[src/rtl/sig_sel_pkg.sv]
// Shared types and constants for the glitch-free sample selector.
// Optional crossing timeout is enabled with MSS_ZC_TIMEOUT_EN.
package sig_sel_pkg;

  localparam int SS_W    = 12;
  localparam int SS_N_CH = 8;

  typedef enum logic {
    SS_IDLE,
    SS_PENDING
  } ss_state_t;

  function automatic int unsigned midscale(int unsigned w);
    return 32'd1 << (w - 1);
  endfunction

endpackage

[src/rtl/sig_select_seq_zc_detect.sv]
// Rising midscale crossing detector: remembers the last strobed sample
// and flags when the current sample crosses up through midscale.
import sig_sel_pkg::*;

module zc_detect #(
  parameter int W = SS_W
) (
  input  logic         clk,
  input  logic         reset_n,
  input  logic         sample_en,
  input  logic [W-1:0] s,
  output logic         zc
);

  localparam logic [W-1:0] MID = W'(midscale(W));

  logic [W-1:0] prev;

  always_ff @(posedge clk) begin
    if (!reset_n) begin
      prev <= MID;
    end else if (sample_en) begin
      prev <= s;
    end
  end

  assign zc = (prev < MID) && (s >= MID);

endmodule

[src/rtl/sig_select_seq.sv]
// Registered channel selector; switches commit on a rising midscale crossing.
// Define MSS_ZC_TIMEOUT_EN to force a switch after TIMEOUT strobes.
import sig_sel_pkg::*;

module sig_select_seq #(
  parameter int W       = SS_W,
  parameter int N_CH    = SS_N_CH,
  parameter int SELW    = 4,
  parameter int TIMEOUT = 4096
) (
  input  logic            clk,
  input  logic            reset_n,
  input  logic            sample_en,
  input  logic [N_CH*W-1:0] ch_data,
  input  logic [SELW-1:0] sel_req,
  input  logic            sel_update,
  output logic [W-1:0]    sel_out,
  output logic            sel_valid,
  output logic [SELW-1:0] active_sel,
  output logic            pending,
  output logic            sel_err
);

  localparam logic [W-1:0] MID = W'(midscale(W));

  if (N_CH < 2 || (2 ** SELW) < N_CH || TIMEOUT < 2) begin : g_param_err
    $error("sig_select_seq: inconsistent parameters");
  end

  ss_state_t       state, state_n;
  logic [SELW-1:0] target, target_n;
  logic [SELW-1:0] active_n;
  logic [W-1:0]    s;
  logic            zc;
  logic            req_ok;
  logic            err_n;
  logic            expire;

`ifdef MSS_ZC_TIMEOUT_EN
  localparam int CW = (TIMEOUT > 1) ? $clog2(TIMEOUT) : 1;
  logic [CW-1:0] cnt, cnt_n;
  assign expire = (cnt == CW'(TIMEOUT - 1));
`else
  assign expire = 1'b0;
`endif

  always_comb begin
    s = '0;
    for (int k = 0; k < N_CH; k++) begin
      if (active_sel == SELW'(k)) s = ch_data[k*W +: W];
    end
  end

  zc_detect #(.W(W)) u_zc (
    .clk       (clk),
    .reset_n   (reset_n),
    .sample_en (sample_en),
    .s         (s),
    .zc        (zc)
  );

  assign req_ok  = (int'(sel_req) < N_CH);
  assign pending = (state == SS_PENDING);

  // A request in the same cycle as a crossing takes priority over the switch.
  always_comb begin
    state_n  = state;
    target_n = target;
    active_n = active_sel;
    err_n    = 1'b0;
`ifdef MSS_ZC_TIMEOUT_EN
    cnt_n    = cnt;
`endif
    if (sel_update) begin
      if (!req_ok) begin
        err_n = 1'b1;
      end else if (sel_req == active_sel) begin
        state_n = SS_IDLE;
      end else begin
        state_n  = SS_PENDING;
        target_n = sel_req;
`ifdef MSS_ZC_TIMEOUT_EN
        cnt_n    = '0;
`endif
      end
    end else if (state == SS_PENDING && sample_en) begin
      if (zc || expire) begin
        active_n = target;
        state_n  = SS_IDLE;
      end else begin
`ifdef MSS_ZC_TIMEOUT_EN
        cnt_n = cnt + CW'(1);
`endif
      end
    end
  end

  always_ff @(posedge clk) begin
    if (!reset_n) begin
      state      <= SS_IDLE;
      target     <= '0;
      active_sel <= '0;
      sel_out    <= MID;
      sel_valid  <= 1'b0;
      sel_err    <= 1'b0;
`ifdef MSS_ZC_TIMEOUT_EN
      cnt        <= '0;
`endif
    end else begin
      state      <= state_n;
      target     <= target_n;
      active_sel <= active_n;
      sel_valid  <= sample_en;
      sel_err    <= err_n;
      if (sample_en) sel_out <= s;
`ifdef MSS_ZC_TIMEOUT_EN
      cnt        <= cnt_n;
`endif
    end
  end

endmodule
[config.mk]
export PLATFORM = sky130hd
export DESIGN_NAME = sig_select_seq
export DESIGN_NICKNAME = d
export VERILOG_FILES = /design/src/rtl/sig_sel_pkg.sv /design/src/rtl/sig_select_seq_zc_detect.sv /design/src/rtl/sig_select_seq.sv
export SDC_FILE = /design/constraint.sdc
export NUM_CORES = 1
export LEC_CHECK = 0
export ABC_AREA = 1
export CAP_MARGIN = 15
export CORE_MARGIN = 2
export CORE_UTILIZATION = 35
export DETAILED_ROUTE_END_ITERATION = 10
export PLACE_DENSITY = 0.8
export SYNTH_ARGS = -nofsm -noshare
export SYNTH_HDL_FRONTEND = slang
export SYNTH_SLANG_ARGS = --single-unit
export TNS_END_PERCENT = 5
[constraint.sdc]
create_clock -name clk -period 1.9 [get_ports clk]
set_clock_uncertainty 0.15 [all_clocks]
set_input_delay 0.38 -clock clk [delete_from_list [all_inputs] [get_ports clk]]
set_output_delay 0.38 -clock clk [all_outputs]
set_load 0.03 [all_outputs]
==> run summary <==
The synthesized design contains 23 register bits. The internal portion of the total power is 0.000919 W. The die covers 5600 µm².

From bottom edge to top edge, the die measures 74.8 µm. For the detailed placer's ending HPWL, the log shows 5460 µm. After the first detailed-routing iteration, the DRC count stood at 151. The timing endpoint of the critical path was active_sel[3]. The tools report the endpoint of the worst-slack reg-to-reg timing path as active_sel[2].

Number of antenna violations at the first check in global routing: 0. The logs give 26 for the post-synthesis cell type count and 2302 for the via count of the first global-routing pass. The total of endpoints with negative setup slack in the final report was 0; the total CTS buffers was 3. Maximum level of the CTS H-tree: 1.

The run gives 292 as the cell count after synthesis. The tree is rooted in a sky130_fd_sc_hd__clkbuf_8. The run gives 0 as the total count of max-transition violations in the final report. The congestion estimate from routability-driven global placement came to 0.853. The switching part of the total power was 0.265. TritonCTS built the clock tree.

Post-synthesis net count: 396. Leaving out fill and tap cells, the most frequent cell in the layout is sky130_fd_sc_hd__clkdlybuf4s50_1. The flow ran to the end, and the final reports show no timing, DRC or antenna violations. Number of buffers inserted for hold repair after clock tree synthesis: 0. The cell row count was 25; the initial standard-cell utilization of the core was 0.367.

For the total I/O pin count, the log shows 123. The total of buffers placed on input and output ports was 122. The largest delay contributor family on the critical path was buffers and inverters. The logs give 0.241 for the total global routing track utilization and 0.247 for the share of total power in the clock network. Required time at the endpoint of the critical path: 1.37 ns.

For the final core utilization, the log shows 0.660. The cell depth of the worst flop-to-flop path was 10. The run gives 23 as the clock sink count.

The run gives 0.000310 V as the maximum VDD drop. For the total DRC errors in the routed layout, the log shows 0. The worst register-to-register path begins at active_sel[2].

From synthesis to final layout, the design area changed by 79.9%. Post-route worst hold slack: 0.300 ns. The repair_antennas step left the layout with diodes totalling 0.

The run gives 0.336 as the power share of the combinational group. The path class of the tightest hold or removal check is reg -> reg. The post-synthesis area per instance is 6.01 µm². The critical path goes through clkdlybuf4s50_1. Entering global routing, the biggest net connects 13 pins. Once the clock tree was built, the setup fixing pass inserted 0 buffers.

For the post-cts repair resize count, the log shows 1. The slowest stage cell on the critical path was sky130_fd_sc_hd__clkdlybuf4s50_1. For this run the aggregate overflow at the end of global routing stands at 0. The post-route clock period utilization was 0.989. The CTS clock-pin slew for the worst setup and hold paths works out to 0.08 ns. At the worst endpoint, the arrival time is 1.35 ns.

In this run, placement finished with an instance count of 483. The run gives 0.683 as the max-slew headroom at the worst pin. The total of warnings raised by yosys is 0.

After the last flow step, the layout net total stands at 525. Ratio of routed vias to standard cells: 4.80. For the area inside the core boundary, the log shows 4790 µm². The run gives 1760 µm² as the synthesized cell area. Leaving out fill and tap cells, the most frequent cells in the layout are 119 x sky130_fd_sc_hd__clkdlybuf4s50_1, 94 x sky130_fd_sc_hd__nand2_1, 42 x sky130_fd_sc_hd__nor2_1.

The fraction of final layout cells sized beyond drive strength 1 works out to 0.105. Category of the most critical setup path: reg -> out. The total detailed-routing wirelength was 6730 µm; the transition time at the pin with the least slew margin was 0.474 ns. The power per standard cell area was 396 nW/µm². The detail-routed net length per standard cell is 13.8 µm.

The routed layout has 2338 vias. Startpoint of the most critical setup path: active_sel[3]. Startpoint type of the worst setup path: a flip-flop. The first global-routing pass estimated 10400 µm of wire.

The analysis attributes to cell leakage a power of 1.34 nW. The delay of the slowest cell on the worst path came out at 0.70 ns. The run gives 0.262 as the register area share after synthesis. The total buffers and inverters traversed by the critical path is 1, and the clock insertion delay at the later pin of the skew report is 0.26 ns. For flop-to-flop paths, the worst setup slack is 0.11 ns. The logs give 0 for the number of nets still failing antenna checks after routing and 4 for the iteration count of the initial detailed-routing pass. The tools report the switching power total as 0.000330 W. The logic depth of the worst setup path including buffers is 1, and the maximum operating frequency is 0.532 GHz.

For the buffer levels on the longest clock path, the log shows 2. The final cell count without fillers is 487. In the final timing run, aggregate negative setup slack is 0 ns.

Endpoint kind of the worst setup timing path: an output port. The share of total power in sequential cells came out at 0.417. The horizontal die dimension was 74.8 µm; the top fanout value on the critical path was 3. After layout, the minimum clock period comes to 1.88 ns. Count of final hold-check violations: 0. The tool flagged a number of max-cap violations equal to 0.
## worst min-delay path by stage
stage / end / depth (start not counted) / startpoint / slack [ns]
floorplan: target[3] / 2 / target[3] / 0.27
finish: target[3] / 2 / target[3] / 0.30
CTS: target[3] / 2 / target[3] / 0.30
detailed placement: target[3] / 2 / target[3] / 0.29
global route: target[3] / 2 / target[3] / 0.33
global placement: target[3] / 2 / target[3] / 0.27
## synthesized netlist by cell type
master / n / area share
sky130_fd_sc_hd__nand3_1: 16 / 0.046
sky130_fd_sc_hd__a21oi_1: 22 / 0.063
sky130_fd_sc_hd__o21ai_0: 15 / 0.043
sky130_fd_sc_hd__nand4_1: 13 / 0.046
sky130_fd_sc_hd__nand2_2: 1 / 0.0036
sky130_fd_sc_hd__nor2_1: 42 / 0.090
sky130_fd_sc_hd__buf_6: 2 / 0.013
sky130_fd_sc_hd__nand2_4: 3 / 0.019
sky130_fd_sc_hd__clkbuf_1: 3 / 0.0064
sky130_fd_sc_hd__or2_1: 1 / 0.0036
sky130_fd_sc_hd__xnor2_1: 4 / 0.020
sky130_fd_sc_hd__inv_2: 5 / 0.011
sky130_fd_sc_hd__clkinv_1: 1 / 0.0021
sky130_fd_sc_hd__nand3_4: 1 / 0.010
sky130_fd_sc_hd__nor2_4: 4 / 0.026
sky130_fd_sc_hd__a31oi_1: 1 / 0.0036
sky130_fd_sc_hd__nor3_2: 6 / 0.034
sky130_fd_sc_hd__nand2_1: 94 / 0.20
sky130_fd_sc_hd__a21oi_2: 1 / 0.0050
sky130_fd_sc_hd__buf_4: 1 / 0.0043
sky130_fd_sc_hd__inv_1: 24 / 0.051
sky130_fd_sc_hd__nor3_1: 1 / 0.0028
sky130_fd_sc_hd__nand4_4: 1 / 0.012
sky130_fd_sc_hd__dfxtp_1: 23 / 0.26
sky130_fd_sc_hd__buf_2: 6 / 0.017
sky130_fd_sc_hd__inv_6: 1 / 0.0050
## stage by stage
stage	setup WS (ns)	instance area (µm²)	total power [W]
after floorplan	0.163	1760	0.000665
after global placement	0.0863	3090	0.000949
after detailed placement	0.0508	3090	0.000951
after CTS	0.0145	3130	0.00126
after global routing	-0.0129	3160	0.00131
final	0.0215	3160	0.00125
## sequential cells by signal, summed over array words and instances, names as in the netlist
register and cells:
active_sel 4, pending 1, sel_err 1, sel_valid 1
target 4, u_zc.prev 12
## layer usage
metal | global-route usage | share of wire
met1 | 0.278 | 0.40
met2 | 0.450 | 0.50
met3 | 0.0576 | 0.086
met4 | 0.0476 | 0.013
met5 | 0 | 0
## logic make-up after synthesis
kind of cell / Yosys count / synth area share
AOI/OAI and AO/OA: 39 / 0.114
buffers and inverters: 43 / 0.110
xor gates and xnor gates: 4 / 0.0200
and+or+nand+nor: 183 / 0.494
DFF: 23 / 0.262
## final cells by class
cell class	instances	area, µm²
clock buffer	4	45.0
fill	466	1630
inverter	31	121
multi-input combinational	226	1120
sequential	23	463
tap	67	83.8
timing repair buffer	136	1320
## power groups by stage
stage          sequential, W  clock (W)  combinational [W]
3_3_place_gp        0.000532          0           0.000417
2_1_floorplan       0.000568          0          0.0000964
5_1_grt             0.000524   0.000325           0.000456
4_1_cts             0.000521   0.000313           0.000422
6_report            0.000521   0.000309           0.000420
3_5_place_dp        0.000532          0           0.000419
Note: power is estimated with default switching activity, not from simulation.
